`src/rtl/cond_pkg.sv`:
```
// Shared types for the SIMD conditional unit: condition codes, NZCV bit positions
// and the condition evaluator used by every lane.
package cond_pkg;

  typedef enum logic [3:0] {
    EQ = 4'h0, NE = 4'h1, CS = 4'h2, CC = 4'h3,
    MI = 4'h4, PL = 4'h5, VS = 4'h6, VC = 4'h7,
    HI = 4'h8, LS = 4'h9, GE = 4'hA, LT = 4'hB,
    GT = 4'hC, LE = 4'hD, AL = 4'hE, NV = 4'hF
  } cond_e;

  localparam int FLAG_N = 3;
  localparam int FLAG_Z = 2;
  localparam int FLAG_C = 1;
  localparam int FLAG_V = 0;

  typedef logic [3:0] flags_t;

  function automatic logic cond_eval(input cond_e cond, input flags_t flags);
    logic n, z, c, v;
    logic res;
    n = flags[FLAG_N];
    z = flags[FLAG_Z];
    c = flags[FLAG_C];
    v = flags[FLAG_V];
    res = 1'b0;
    case (cond)
      EQ: res = z;
      NE: res = ~z;
      CS: res = c;
      CC: res = ~c;
      MI: res = n;
      PL: res = ~n;
      VS: res = v;
      VC: res = ~v;
      HI: res = c & ~z;
      LS: res = ~c | z;
      GE: res = (n == v);
      LT: res = (n != v);
      GT: res = ~z & (n == v);
      LE: res = z | (n != v);
      AL: res = 1'b1;
      NV: res = 1'b0;
      default: res = 1'b0;
    endcase
    return res;
  endfunction

endpackage

```
`src/rtl/simd_conditional_unit_if.sv`:
```
// E-stage control bundle of the SIMD conditional unit.
// The performance counters appear only when COND_PERF_CNT_EN is defined.
interface simd_conditional_unit_if #(
  parameter int LANES = 4
);
  logic                 StallE;
  logic                 FlushE;
  logic                 BranchE;
  logic                 PCSrcE;
  logic                 RegWriteE;
  logic                 MemWriteE;
  logic [1:0]           FlagWriteE;
  logic [3:0]           CondE;
  logic [LANES-1:0]     LaneMaskE;
  logic [LANES*4-1:0]   ALUFlagsE;

  logic                 BranchTakenE;
  logic                 PCSrcECU;
  logic                 MemWriteECU;
  logic [LANES-1:0]     RegWriteECU;
  logic [LANES*4-1:0]   FlagsQ;

`ifdef COND_PERF_CNT_EN
  logic [31:0]          BranchCnt;
  logic [31:0]          TakenCnt;

  modport master (
    output StallE, FlushE, BranchE, PCSrcE, RegWriteE, MemWriteE,
           FlagWriteE, CondE, LaneMaskE, ALUFlagsE,
    input  BranchTakenE, PCSrcECU, MemWriteECU, RegWriteECU, FlagsQ,
           BranchCnt, TakenCnt
  );

  modport slave (
    input  StallE, FlushE, BranchE, PCSrcE, RegWriteE, MemWriteE,
           FlagWriteE, CondE, LaneMaskE, ALUFlagsE,
    output BranchTakenE, PCSrcECU, MemWriteECU, RegWriteECU, FlagsQ,
           BranchCnt, TakenCnt
  );
`else
  modport master (
    output StallE, FlushE, BranchE, PCSrcE, RegWriteE, MemWriteE,
           FlagWriteE, CondE, LaneMaskE, ALUFlagsE,
    input  BranchTakenE, PCSrcECU, MemWriteECU, RegWriteECU, FlagsQ
  );

  modport slave (
    input  StallE, FlushE, BranchE, PCSrcE, RegWriteE, MemWriteE,
           FlagWriteE, CondE, LaneMaskE, ALUFlagsE,
    output BranchTakenE, PCSrcECU, MemWriteECU, RegWriteECU, FlagsQ
  );
`endif

endinterface

```
`src/rtl/cond_lane.sv`:
```
// One SIMD lane: its NZCV flag register and the condition result for the
// instruction currently in E.
module cond_lane
  import cond_pkg::*;
(
  input  logic       clk,
  input  logic       rst_n,
  input  cond_e      i_cond,
  input  logic       i_upd_ok,
  input  logic [1:0] i_flag_write,
  input  flags_t     i_alu_flags,
  output flags_t     o_flags,
  output logic       o_cond_ex
);

  flags_t r_flags;
  logic   w_cond_ex;
  logic   w_en;

  // Condition uses the stored flags, so a failed conditional compare cannot set flags.
  assign w_cond_ex = cond_eval(i_cond, r_flags);
  assign w_en      = i_upd_ok & w_cond_ex;

  always_ff @(posedge clk) begin
    if (!rst_n) begin
      r_flags <= '0;
    end else if (w_en) begin
      if (i_flag_write[1]) begin
        r_flags[FLAG_N] <= i_alu_flags[FLAG_N];
        r_flags[FLAG_Z] <= i_alu_flags[FLAG_Z];
      end
      if (i_flag_write[0]) begin
        r_flags[FLAG_C] <= i_alu_flags[FLAG_C];
        r_flags[FLAG_V] <= i_alu_flags[FLAG_V];
      end
    end
  end

  assign o_flags   = r_flags;
  assign o_cond_ex = w_cond_ex;

endmodule

```
`src/rtl/simd_conditional_unit.sv`:
```
// Execute-stage conditional unit: per-lane NZCV flags, condition gating of control
// signals. Optional branch/taken counters are enabled by defining COND_PERF_CNT_EN.
module simd_conditional_unit
  import cond_pkg::*;
#(
  parameter int LANES  = 4,
  parameter int FLAG_W = 4
) (
  input  logic                    clk,
  input  logic                    rst_n,
  simd_conditional_unit_if.slave  bus
);

  logic [LANES-1:0] w_cond_ex;
  logic [LANES-1:0] w_upd_ok;
  logic             w_live;
  logic             w_move;
  cond_e            w_cond;

  assign w_cond = cond_e'(bus.CondE);
  assign w_move = ~bus.StallE & ~bus.FlushE;
  // Gated outputs are forced low during reset and for flushed bubbles.
  assign w_live = rst_n & ~bus.FlushE;

  for (genvar gi = 0; gi < LANES; gi++) begin : g_lane
    if (gi == 0) begin : g_scalar
      // Scalar ops always target lane 0, so its mask bit is not consulted here.
      assign w_upd_ok[gi] = w_move;
    end else begin : g_vector
      assign w_upd_ok[gi] = w_move & bus.LaneMaskE[gi];
    end

    cond_lane u_lane (
      .clk          (clk),
      .rst_n        (rst_n),
      .i_cond       (w_cond),
      .i_upd_ok     (w_upd_ok[gi]),
      .i_flag_write (bus.FlagWriteE),
      .i_alu_flags  (bus.ALUFlagsE[gi*FLAG_W +: FLAG_W]),
      .o_flags      (bus.FlagsQ[gi*FLAG_W +: FLAG_W]),
      .o_cond_ex    (w_cond_ex[gi])
    );
  end

  assign bus.BranchTakenE = w_live & bus.BranchE   & w_cond_ex[0];
  assign bus.PCSrcECU     = w_live & bus.PCSrcE    & w_cond_ex[0];
  assign bus.MemWriteECU  = w_live & bus.MemWriteE & w_cond_ex[0];
  assign bus.RegWriteECU  = {LANES{w_live & bus.RegWriteE}} & w_cond_ex & bus.LaneMaskE;

`ifdef COND_PERF_CNT_EN
  logic [31:0] r_branch_cnt;
  logic [31:0] r_taken_cnt;
  logic        w_br_evt;

  assign w_br_evt = bus.BranchE & w_move;

  // Both counters stick at all-ones instead of wrapping.
  always_ff @(posedge clk) begin
    if (!rst_n) begin
      r_branch_cnt <= '0;
      r_taken_cnt  <= '0;
    end else begin
      if (w_br_evt && (r_branch_cnt != 32'hFFFF_FFFF)) begin
        r_branch_cnt <= r_branch_cnt + 32'd1;
      end
      if (w_br_evt && w_cond_ex[0] && (r_taken_cnt != 32'hFFFF_FFFF)) begin
        r_taken_cnt <= r_taken_cnt + 32'd1;
      end
    end
  end

  assign bus.BranchCnt = r_branch_cnt;
  assign bus.TakenCnt  = r_taken_cnt;
`endif

endmodule
```
`src/flat_wrapper.sv`:
```
// flat-port wrapper written by rule: the top's interface ports become plain ports
module simd_conditional_unit_flat import cond_pkg::*;
#(
  parameter int LANES  = 4,
  parameter int FLAG_W = 4
)
  (clk, rst_n, bus_StallE, bus_FlushE, bus_BranchE, bus_PCSrcE, bus_RegWriteE, bus_MemWriteE, bus_FlagWriteE, bus_CondE, bus_LaneMaskE, bus_ALUFlagsE, bus_BranchTakenE, bus_PCSrcECU, bus_MemWriteECU, bus_RegWriteECU, bus_FlagsQ);
  simd_conditional_unit_if #(.LANES(LANES)) bus_i ();
  input  logic clk;
  input  logic rst_n;
  input wire logic [$bits(bus_i.StallE)-1:0] bus_StallE;
  input wire logic [$bits(bus_i.FlushE)-1:0] bus_FlushE;
  input wire logic [$bits(bus_i.BranchE)-1:0] bus_BranchE;
  input wire logic [$bits(bus_i.PCSrcE)-1:0] bus_PCSrcE;
  input wire logic [$bits(bus_i.RegWriteE)-1:0] bus_RegWriteE;
  input wire logic [$bits(bus_i.MemWriteE)-1:0] bus_MemWriteE;
  input wire logic [$bits(bus_i.FlagWriteE)-1:0] bus_FlagWriteE;
  input wire logic [$bits(bus_i.CondE)-1:0] bus_CondE;
  input wire logic [$bits(bus_i.LaneMaskE)-1:0] bus_LaneMaskE;
  input wire logic [$bits(bus_i.ALUFlagsE)-1:0] bus_ALUFlagsE;
  output wire logic [$bits(bus_i.BranchTakenE)-1:0] bus_BranchTakenE;
  output wire logic [$bits(bus_i.PCSrcECU)-1:0] bus_PCSrcECU;
  output wire logic [$bits(bus_i.MemWriteECU)-1:0] bus_MemWriteECU;
  output wire logic [$bits(bus_i.RegWriteECU)-1:0] bus_RegWriteECU;
  output wire logic [$bits(bus_i.FlagsQ)-1:0] bus_FlagsQ;
  assign bus_i.StallE = bus_StallE;
  assign bus_i.FlushE = bus_FlushE;
  assign bus_i.BranchE = bus_BranchE;
  assign bus_i.PCSrcE = bus_PCSrcE;
  assign bus_i.RegWriteE = bus_RegWriteE;
  assign bus_i.MemWriteE = bus_MemWriteE;
  assign bus_i.FlagWriteE = bus_FlagWriteE;
  assign bus_i.CondE = bus_CondE;
  assign bus_i.LaneMaskE = bus_LaneMaskE;
  assign bus_i.ALUFlagsE = bus_ALUFlagsE;
  assign bus_BranchTakenE = bus_i.BranchTakenE;
  assign bus_PCSrcECU = bus_i.PCSrcECU;
  assign bus_MemWriteECU = bus_i.MemWriteECU;
  assign bus_RegWriteECU = bus_i.RegWriteECU;
  assign bus_FlagsQ = bus_i.FlagsQ;
  simd_conditional_unit #(.LANES(LANES), .FLAG_W(FLAG_W)) u_core (.clk(clk), .rst_n(rst_n), .bus(bus_i));
endmodule
```
`config.mk`:
```
export PLATFORM = sky130hd
export DESIGN_NAME = simd_conditional_unit_flat
export DESIGN_NICKNAME = d
export VERILOG_FILES = /design/src/rtl/cond_pkg.sv /design/src/rtl/simd_conditional_unit_if.sv /design/src/rtl/cond_lane.sv /design/src/rtl/simd_conditional_unit.sv /design/src/flat_wrapper.sv
export SDC_FILE = /design/constraint.sdc
export NUM_CORES = 1
export LEC_CHECK = 0
export BUFFER_PORTS_ARGS = -buffer_cell sky130_fd_sc_hd__buf_2
export CAP_MARGIN = 20
export CORE_UTILIZATION = 50
export CTS_CLUSTER_DIAMETER = 60
export DETAILED_ROUTE_END_ITERATION = 12
export PLACE_DENSITY = 0.8
export SKIP_CTS_REPAIR_TIMING = 1
export SLEW_MARGIN = 30
export SYNTH_ARGS = -nofsm -noshare
export SYNTH_HDL_FRONTEND = slang
export SYNTH_HIERARCHICAL = 1
export SYNTH_SLANG_ARGS = --single-unit
export TNS_END_PERCENT = 5
```
`constraint.sdc`:
```
create_clock -name clk -period 2.7 [get_ports clk]
set_input_delay 0.54 -clock clk [delete_from_list [all_inputs] [get_ports clk]]
set_output_delay 0.54 -clock clk [all_outputs]
set_load 0.005 [all_outputs]
```
==> flow_summary.toml, run 1 <==
[synth]
synth_cell_types = 26
ys_seq_elements = 16
ys.warnings.count = 6
yosysSeqAreaShare = 0.2019
syn_area_mm2 = 0.001587
synthTopCellsByArea = "dfxtp_1 (20%), nand2_1 (12%), mux2i_1 (10%)"
synth_fp_nets = 255
syn_avg_cell_area_um2 = 7.179
synth_top_area_frac = 0.2019
synthCells = 221
synth_area_leader_cell = "dfxtp_1"

[clocking]
cts_buffer_depth = 2
root_buffer = "clkbuf_4"
clkSinkCount = 16
cts_tree = "built"
h-tree-depth = 1
numCtsBuffers = 3
clk_pin_slew_ps = 100
insertion_delay_ps = 290

[floorplanning]
die_x_um = 58.33
num_rows = 20
core_area_mm2 = 0.003028
die_y_um = 58.33
start_util = 0.5240
dieArea_mm2 = 0.003402
io_pins = 57

[layout]
area.growth.synth_to_final_pct = 34.94
final_util = 0.7070
antenna_cells = 0
final_cell_mix = "buf_2 (52), nand2_1 (52), buf_4 (20)"
finalNetCount = 326
final_area_mm2 = 0.002141
drive_gt1_frac = 0.3241
largest_reg_flops = 16

[worst_setup_path]
crit_family = "simple AND/OR/NAND/NOR gates"
slowest_stage = "dfxtp_4"
r2r-start = "u_core/g_lane[0].u_lane/o_flags[0]$_SDFFE_PN0P_"
cp.required_ps = 2160
crit_type = "reg -> out"
reg2reg_depth = 6
crit_buf_inv = 2
crit_fanout = 5
r2r-end = "u_core/g_lane[0].u_lane/o_flags[0]$_SDFFE_PN0P_"
end_kind = "primary output"
start_kind = "flop"
arrival_ps = 2140
crit_chain = "buf_4, nor4b_1, a31oi_1, a311o_1, nand3_1, and3b_2, and2_1, buf_2"
critPathMaxStageDelay_ps = 380
r2r_slack_ps = 750

[global_routing]
antenna_found_initial = 0
grt_max_degree = 30
gr-total-overflow = 0
grt_pass1_vias = 1563
grt_usage = 0.2559
grt_pass1_wl_mm = 6.927

[power_and_ir_drop]
vdd_drop_max_mv = 0.1832
p_leak_nw = 0.8783
cell_internal_pwr_uw = 400.9
power_switching_share = 0.3215
switchingPower_uw = 190.0
p_comb_frac = 0.368
pwr-share-seq = 0.417
p_per_area_mw_per_mm2 = 276.0
clockPowerShare = 0.215

[sta]
skew_ps = 0.3376
hold_viol = 0
fin_crit_sh = 0.9914
fin_crit_ps = 2677
setup_viol = 0
rsz0062_at_grt = "yes"
finalSetupTns_ps = 0
fmax_ghz = 0.3736
drv_slew = 0
tightest_slew_ps = 411.4
slew_headroom = 0.7219

[hold_path]
hp-start = "bus_ALUFlagsE[3]"
worstHoldPathType = "in -> reg"
hold_end = "u_core/g_lane[0].u_lane/o_flags[3]$_SDFFE_PN0P_"
whs_path_depth = 3

[route]
vias = 1907
detail_route.wl_per_cell_um = 13.44
wl_mm = 4.490
dr.pass1.iters = 4
drcViolationCount = 0
viasPerCell = 5.710
drt.antenna.violating_nets = 0
drt_first_iter_violations = 179

[place]
hpwl_mm = 3.225
gp_congestion = 0.9479
placed_area_mm2 = 0.002027
portBuffers = 56

[job]
maxCapViolCount = 0

[status]
status = "finished clean"
worst reg2reg max path, stage by stage (launching register included):
cell     delay (ps)
dfxtp_4         380
buf_4           150
nor4b_1         360
a31oi_1         100
a311o_1         330
a31oi_1         330
mux2i_1         240
worst max-delay path by stage:
| stage | from | end | cells past startpoint |
|---|---|---|---|
| floorplan | bus_CondE[1] | bus_BranchTakenE | 7 |
| global placement | bus_CondE[3] | bus_BranchTakenE | 8 |
| detailed placement | bus_CondE[3] | bus_PCSrcECU | 8 |
| CTS | u_core/g_lane[0].u_lane/o_flags[0]$_SDFFE_PN0P_ | bus_PCSrcECU | 7 |
| global route | u_core/g_lane[0].u_lane/o_flags[0]$_SDFFE_PN0P_ | bus_BranchTakenE | 8 |
| finish | u_core/g_lane[0].u_lane/o_flags[0]$_SDFFE_PN0P_ | bus_BranchTakenE | 8 |
metrics by stage:
step / std cells / hold WS (ps) / total power, mW / setup WS, ps
final: 334 / 475.0 / 0.5909 / 23.17
after global routing: 334 / 480.8 / 0.6276 / -95.33
after CTS: 330 / 471.4 / 0.5834 / -44.38
after detailed placement: 327 / 483.7 / 0.4547 / 13.92
after global placement: 327 / 479.8 / 0.4504 / 70.09
after floorplan: 221 / 476.2 / 0.3651 / 325.7
per-layer routing:
| metal | global-route usage | vias to the layer above | part of all wire |
|---|---|---|---|
| li1 | - | 953 | - |
| met1 | 0.3470 | 856 | 0.46 |
| met2 | 0.4204 | 89 | 0.46 |
| met3 | 0.03736 | 9 | 0.071 |
| met4 | 0.08163 | 0 | 0.013 |
| met5 | 0 | - | 0 |
cell families (layout without fill, tap and decap cells):
kind of cell / count (synthesis) / after routing / share of synthesized area
buf+inv: 20 / 89 / 0.05363
simple gates: 109 / 109 / 0.3596
flops: 16 / 16 / 0.2019
compound gates: 52 / 52 / 0.2398
xor+xnor: 8 / 8 / 0.04417
mux: 16 / 16 / 0.1009
cell usage after synthesis:
cell type   n
nor4b_1    12
a311oi_2    4
a21oi_1     4
a221o_1     4
and3_1      4
a311o_1     4
nor4_1      4
o21ai_0    16
or3b_1      4
mux2i_1    16
inv_1       8
dfxtp_1    16
o21bai_1    4
and3b_2     1
buf_2       8
nor2_1     13
and3b_1     1
o31a_1      4
xnor2_1     8
nand4b_1    4
a31oi_1    12
and2_1      6
nand2_1    52
and2_0      4
buf_1       4
nand3_1     4
layout make-up:
cell class	count	area, um^2
Multi-Input combinational cell	185	1211
Fill cell	245	887.1
Timing Repair Buffer	78	491.7
Sequential cell	16	330.3
Tap cell	44	55.05
Inverter	8	30.03
Clock buffer	3	22.52
power groups by stage:
stage          combinational [mW]  sequential (mW)  clock [mW]
5_1_grt                     0.238            0.247       0.142
6_report                    0.217            0.246       0.127
3_3_place_gp                0.198            0.253           0
2_1_floorplan               0.113            0.252           0
3_5_place_dp                0.202            0.253           0
4_1_cts                     0.203            0.247       0.133
No activity file was read; power rests on OpenSTA's default activity.
==> inputs of run 2 (changes only) <==
ABC_AREA = 1   (was not set)
CORE_UTILIZATION = 52   (was 50)
MAX_ROUTING_LAYER = met4   (was not set)
PLACE_DENSITY = 0.81   (was 0.8)
==> run 2 against run 1 <==
- sequential power increased by 2%
- design area decreased by 0.12%
- power increased by 4.7%
- routed wire length increased by 1.7%
- critical endpoint is now bus_PCSrcECU
- largest cell class unchanged
==> flow_summary.toml, run 2 <==
[route]
detail_route.wl_per_cell_um = 10.67
dr.pass1.iters = 4
wl_mm = 4.566
viasPerCell = 5.037
drt_first_iter_violations = 136
vias = 2156
drcViolationCount = 0
drt.antenna.violating_nets = 0

[synth]
synth-main-ff-cell = "dfxtp_1"
yosysSeqAreaShare = 0.1799
synth_common_cells = "nand2_1 (100), inv_1 (63), nor2_1 (34)"
ys.warnings.count = 6
synth_top_area_frac = 0.2108
synthTopCellsByArea = "nand2_1 (21%), dfxtp_1 (18%), inv_1 (13%)"
async_reset_ff_frac = 0
synth-edff-count = 0
synthCells = 325
synth_cell_types = 15
ys_seq_elements = 16
syn_area_mm2 = 0.001780
yosysMostFrequentCell = "nand2_1"
syn_avg_cell_area_um2 = 5.478
synth_fp_nets = 359
synth_area_leader_cell = "nand2_1"

[status]
status = "finished clean"

[sta]
fin_crit_sh = 0.9054
tightest_slew_ps = 460.8
hold_viol = 0
rsz0062_at_grt = "no"
fin_crit_ps = 2445
setup_viol = 0
slew_headroom = 0.6917
finalSetupTns_ps = 0
skew_ps = 0.5272
fmax_ghz = 0.4091
drv_slew = 0

[floorplanning]
dieArea_mm2 = 0.003662
core_area_mm2 = 0.003153
start_util = 0.5647
io_pins = 57
die_x_um = 60.52
die_y_um = 60.52
num_rows = 20

[worst_setup_path]
crit_type = "in -> out"
start_kind = "input pin"
arrival_ps = 1900
crit_fanout = 20
cp.required_ps = 2160
end_kind = "primary output"

[layout]
final_cell_mix = "nand2_1 (100), inv_1 (63), buf_2 (56)"
drive_gt1_frac = 0.2630
final_util = 0.6782
finalNetCount = 420
antenna_cells = 0
fillers = 328
final_common_cell = "nand2_1"
area.growth.synth_to_final_pct = 20.10
largest_reg_flops = 16

[power_and_ir_drop]
finalPower_uw = 618.7
p_leak_nw = 1.233
vdd_drop_max_mv = 0.1631
p_per_area_mw_per_mm2 = 289.3

[global_routing]
grt_busiest_layer = "met2"
grtUsageMet2 = 0.4835
grt_usage = 0.2796
grt_pass1_vias = 1880
gr-total-overflow = 0
grt_max_degree = 21
grt_pass1_wl_mm = 7.659
antenna_found_initial = 0
use_met1 = 0.3432
use_met3 = 0.01919

[clocking]
clk_pin_slew_ps = 100
cts_tree = "built"
h-tree-depth = 1
cts_buffer_depth = 2
insertion_delay_ps = 290
root_buffer = "clkbuf_4"
numCtsBuffers = 3
clkSinkCount = 16

[hold_path]
worstHoldPathType = "in -> reg"

[job]
maxCapViolCount = 0

[place]
portBuffers = 56
gp_congestion = 0.9082
hpwl_mm = 3.483
==> run 2: area by class of cell <==
class	count	area (um^2)	area share
Multi-Input combinational cell	237	1190	0.5565
Sequential cell	16	320.3	0.1498
Timing Repair Buffer	56	280.3	0.1311
Inverter	72	270.3	0.1264
Tap cell	44	55.05	0.02575
Clock buffer	3	22.52	0.01053
==> run 2: per-layer routing <==
layer	vias to the layer above	wire length (um)
met5	-	0
met4	0	61
met3	6	290
met1	927	2105
li1	1137	-
met2	86	2108
==> run 2: logic make-up after synthesis <==
logic type      Yosys count  synth area share
buf+inv                  72            0.1518
flops                    16            0.1799
compound gates           24           0.07871
simple gates            213            0.5896
==> run 2: worst max-delay path, cell delays in order <==
cell and delay [ps]:
buf_2 320, nand2_1 160, inv_1 100, o21ai_0 70
a21oi_1 150, nor2_2 70, nand3_4 120, nand3_1 140
nor2_1 110, buf_2 110
==> run 2: path summary, 6_finish.rpt <==
path	end	from	cells after the start	slack [ps]
worst max-delay path	bus_PCSrcECU	bus_CondE[1]	10	260
worst min-delay path	u_core/g_lane[2].u_lane/o_flags[3]$_SDFFE_PN0P_	bus_ALUFlagsE[11]	5	550
worst max register to register	u_core/g_lane[1].u_lane/o_flags[3]$_SDFFE_PN0P_	u_core/g_lane[1].u_lane/o_flags[0]$_SDFFE_PN0P_	12	1210
worst min register to register	u_core/g_lane[1].u_lane/o_flags[1]$_SDFFE_PN0P_	u_core/g_lane[1].u_lane/o_flags[1]$_SDFFE_PN0P_	4	590
==> run 2: where the power goes <==
group | leakage, nW | switching [mW] | internal [mW]
sequential | 0.129 | 0.00767 | 0.243
combinational | 1.09 | 0.149 | 0.0838
clock | 0.0138 | 0.0829 | 0.0519
total | 1.23 | 0.240 | 0.379
==> run 2: per-stage QoR <==
stage / hold slack (ps) / cell area (um^2) / setup slack [ps] / std cells
finish: 554.6 / 2138 / 255.3 / 428
global route: 595.2 / 2138 / 39.02 / 428
CTS: 550.1 / 2138 / 267.9 / 428
detailed placement: 578.1 / 2116 / 269.9 / 425
global placement: 576.0 / 2116 / 283.5 / 425
floorplan: 557.3 / 1780 / 800.0 / 325
==> inputs of run 3 (changes only) <==
CORE_UTILIZATION = 49   (was 52)
PLACE_DENSITY = 0.8   (was 0.81)
REMOVE_ABC_BUFFERS = 1   (was not set)
SYNTH_HIERARCHICAL = not set   (was 1)
==> run 3 against run 2 <==
- register-to-register slack worse by 80 ps
- sequential share of layout area is 2.5 points higher
- clock skew is essentially flat
- highest routed layer unchanged
- power decreased by 11%
- routed wire length shrank 3.0%
- clock power decreased by 7%
- maximum frequency is 3.1% lower
- first-iteration DRC count is 39% higher
- non-clock buffer count is 2 higher
==> flow_summary.toml, run 3 <==
[synth]
synthTopCellsByArea = "nand2_1 (29%), dfxtp_1 (21%), nor2_1 (13%)"
ys.warnings.count = 0
syn_area_mm2 = 0.001520
yosysMostFrequentCell = "nand2_1"
synthCells = 287
synth-main-ff-cell = "dfxtp_1"
async_reset_ff_frac = 0
synth_area_leader_cell = "nand2_1"
synth_top_area_frac = 0.2889
synth_cell_types = 20
synth-edff-count = 0
yosysSeqAreaShare = 0.2107
ys_seq_elements = 16
synth_common_cells = "nand2_1 (117), nor2_1 (54), inv_1 (32)"
syn_avg_cell_area_um2 = 5.297

[global_routing]
grt_usage = 0.2918
grt_max_degree = 17
grt_pass1_wl_mm = 7.445
antenna_found_initial = 0
gr-total-overflow = 0
grt_pass1_vias = 1708

[sta]
fin_ws_ps = 176.9
setup_viol = 0
finalSetupTns_ps = 0
fin_crit_sh = 0.9345
rsz0062_at_grt = "no"
fmax_ghz = 0.3963
fin_crit_ps = 2523
skew_ps = 0.3843
hold_viol = 0
slew_headroom = 0.7366
tightest_slew_ps = 393.6
drv_slew = 0

[route]
wl_mm = 4.428
drt.antenna.violating_nets = 0
detail_route.wl_per_cell_um = 11.84
dr.pass1.iters = 6
drcViolationCount = 0
drt_first_iter_violations = 189
vias = 1953
viasPerCell = 5.222

[power_and_ir_drop]
p_leak_nw = 1.117
finalPower_uw = 549.0
p_per_area_mw_per_mm2 = 299.1
vdd_drop_max_mv = 0.2533

[layout]
finalNetCount = 379
multi_input_area_mm2 = 0.001027
drive_gt1_frac = 0.2303
seq_area_um2 = 320.3
largest_reg_flops = 16
antenna_cells = 0
final_cell_mix = "nand2_1 (117), buf_2 (56), nor2_1 (54)"
final-instance-count-excl-fill = 374
fillers = 319
area.growth.synth_to_final_pct = 20.74
final_util = 0.6434
final_common_cell = "nand2_1"

[floorplanning]
num_rows = 19
io_pins = 57
die_y_um = 57.70
core_area_mm2 = 0.002853
die_x_um = 57.70
dieArea_mm2 = 0.003329
start_util = 0.5329

[worst_setup_path]
start_kind = "input pin"
end_kind = "primary output"
crit_type = "in -> out"
crit_path_start = "bus_CondE[0]"
crit_fanout = 6
r2r-end = "u_core.g_lane[2].u_lane.o_flags[2]$_SDFFE_PN0P_"
r2r-start = "u_core.g_lane[2].u_lane.o_flags[0]$_SDFFE_PN0P_"
reg2reg_depth = 12
endpoint = "bus_RegWriteECU[0]"
cp.required_ps = 2160
r2r_slack_ps = 1130
arrival_ps = 1980

[place]
pre_cts_ws_ps = 188.9
gp_congestion = 0.9340
hpwl_mm = 3.515
portBuffers = 56
dp_cells = 371

[clocking]
cts_tree = "built"
clkSinkCount = 16
root_buffer = "clkbuf_4"
clk_pin_slew_ps = 90
numCtsBuffers = 3
h-tree-depth = 1
cts_buffer_depth = 2
insertion_delay_ps = 280

[job]
maxCapViolCount = 0

[status]
status = "finished clean"

[hold_path]
worstHoldPathType = "in -> reg"
==> run 3: cells by family after synthesis <==
| family | synth area share |
|---|---|
| buf+inv | 0.1136 |
| flops | 0.2107 |
| compound gates | 0.03457 |
| simple gates | 0.6411 |
==> run 3: cell type report <==
type / count / share of cell area
clock buffer: 3 / 0.01227
inverter: 35 / 0.07157
multi-input combinational: 231 / 0.5596
sequential: 16 / 0.1745
tap: 31 / 0.02113
timing repair buffer: 58 / 0.1609
==> run 3: routing by layer <==
metal | vias to the layer above | track usage | share of wire
met1 | 869 | 0.4036 | 0.46
met5 | - | - | 0
met2 | 76 | 0.4419 | 0.45
met4 | 0 | 0.09864 | 0.012
li1 | 1004 | - | -
met3 | 4 | 0.03571 | 0.075
==> run 3: per-stage QoR <==
stage | hold WS, ps | instance area (um^2)
after floorplan | 557.1 | 1479
after global placement | 574.7 | 1813
after detailed placement | 571.4 | 1813
after CTS | 467.3 | 1836
after global routing | 476.7 | 1836
final | 467.9 | 1836
==> run 3: worst max-delay path: stages <==
cell and delay, ps:
buf_2 110, inv_1 60, nor2_1 320, nand2_1 190, a21oi_1 150, nor2_1 70, nand3_2 80, nand2_1 100
nor3b_1 210, buf_2 150
==> run 3: worst min-delay path by stage <==
stage	startpoint	end	slack, ps	cells past startpoint
final	bus_ALUFlagsE[6]	u_core.g_lane[1].u_lane.o_flags[2]$_SDFFE_PN0P_	470	3
after global routing	bus_ALUFlagsE[0]	u_core.g_lane[0].u_lane.o_flags[0]$_SDFFE_PN0P_	480	3
after CTS	bus_ALUFlagsE[6]	u_core.g_lane[1].u_lane.o_flags[2]$_SDFFE_PN0P_	470	3
after detailed placement	u_core.g_lane[3].u_lane.o_flags[2]$_SDFFE_PN0P_	u_core.g_lane[3].u_lane.o_flags[2]$_SDFFE_PN0P_	570	4
after global placement	u_core.g_lane[3].u_lane.o_flags[2]$_SDFFE_PN0P_	u_core.g_lane[3].u_lane.o_flags[2]$_SDFFE_PN0P_	570	4
after floorplan	u_core.g_lane[0].u_lane.o_flags[2]$_SDFFE_PN0P_	u_core.g_lane[0].u_lane.o_flags[2]$_SDFFE_PN0P_	560	4
==> run 3: where the power goes <==
part           internal (mW)  total [mW]  switching [mW]  leakage [nW]
Combinational         0.0639       0.172           0.108         0.974
Sequential             0.243       0.251         0.00724         0.129
Clock                 0.0518       0.126          0.0746        0.0138
Total                  0.359       0.549           0.190          1.12
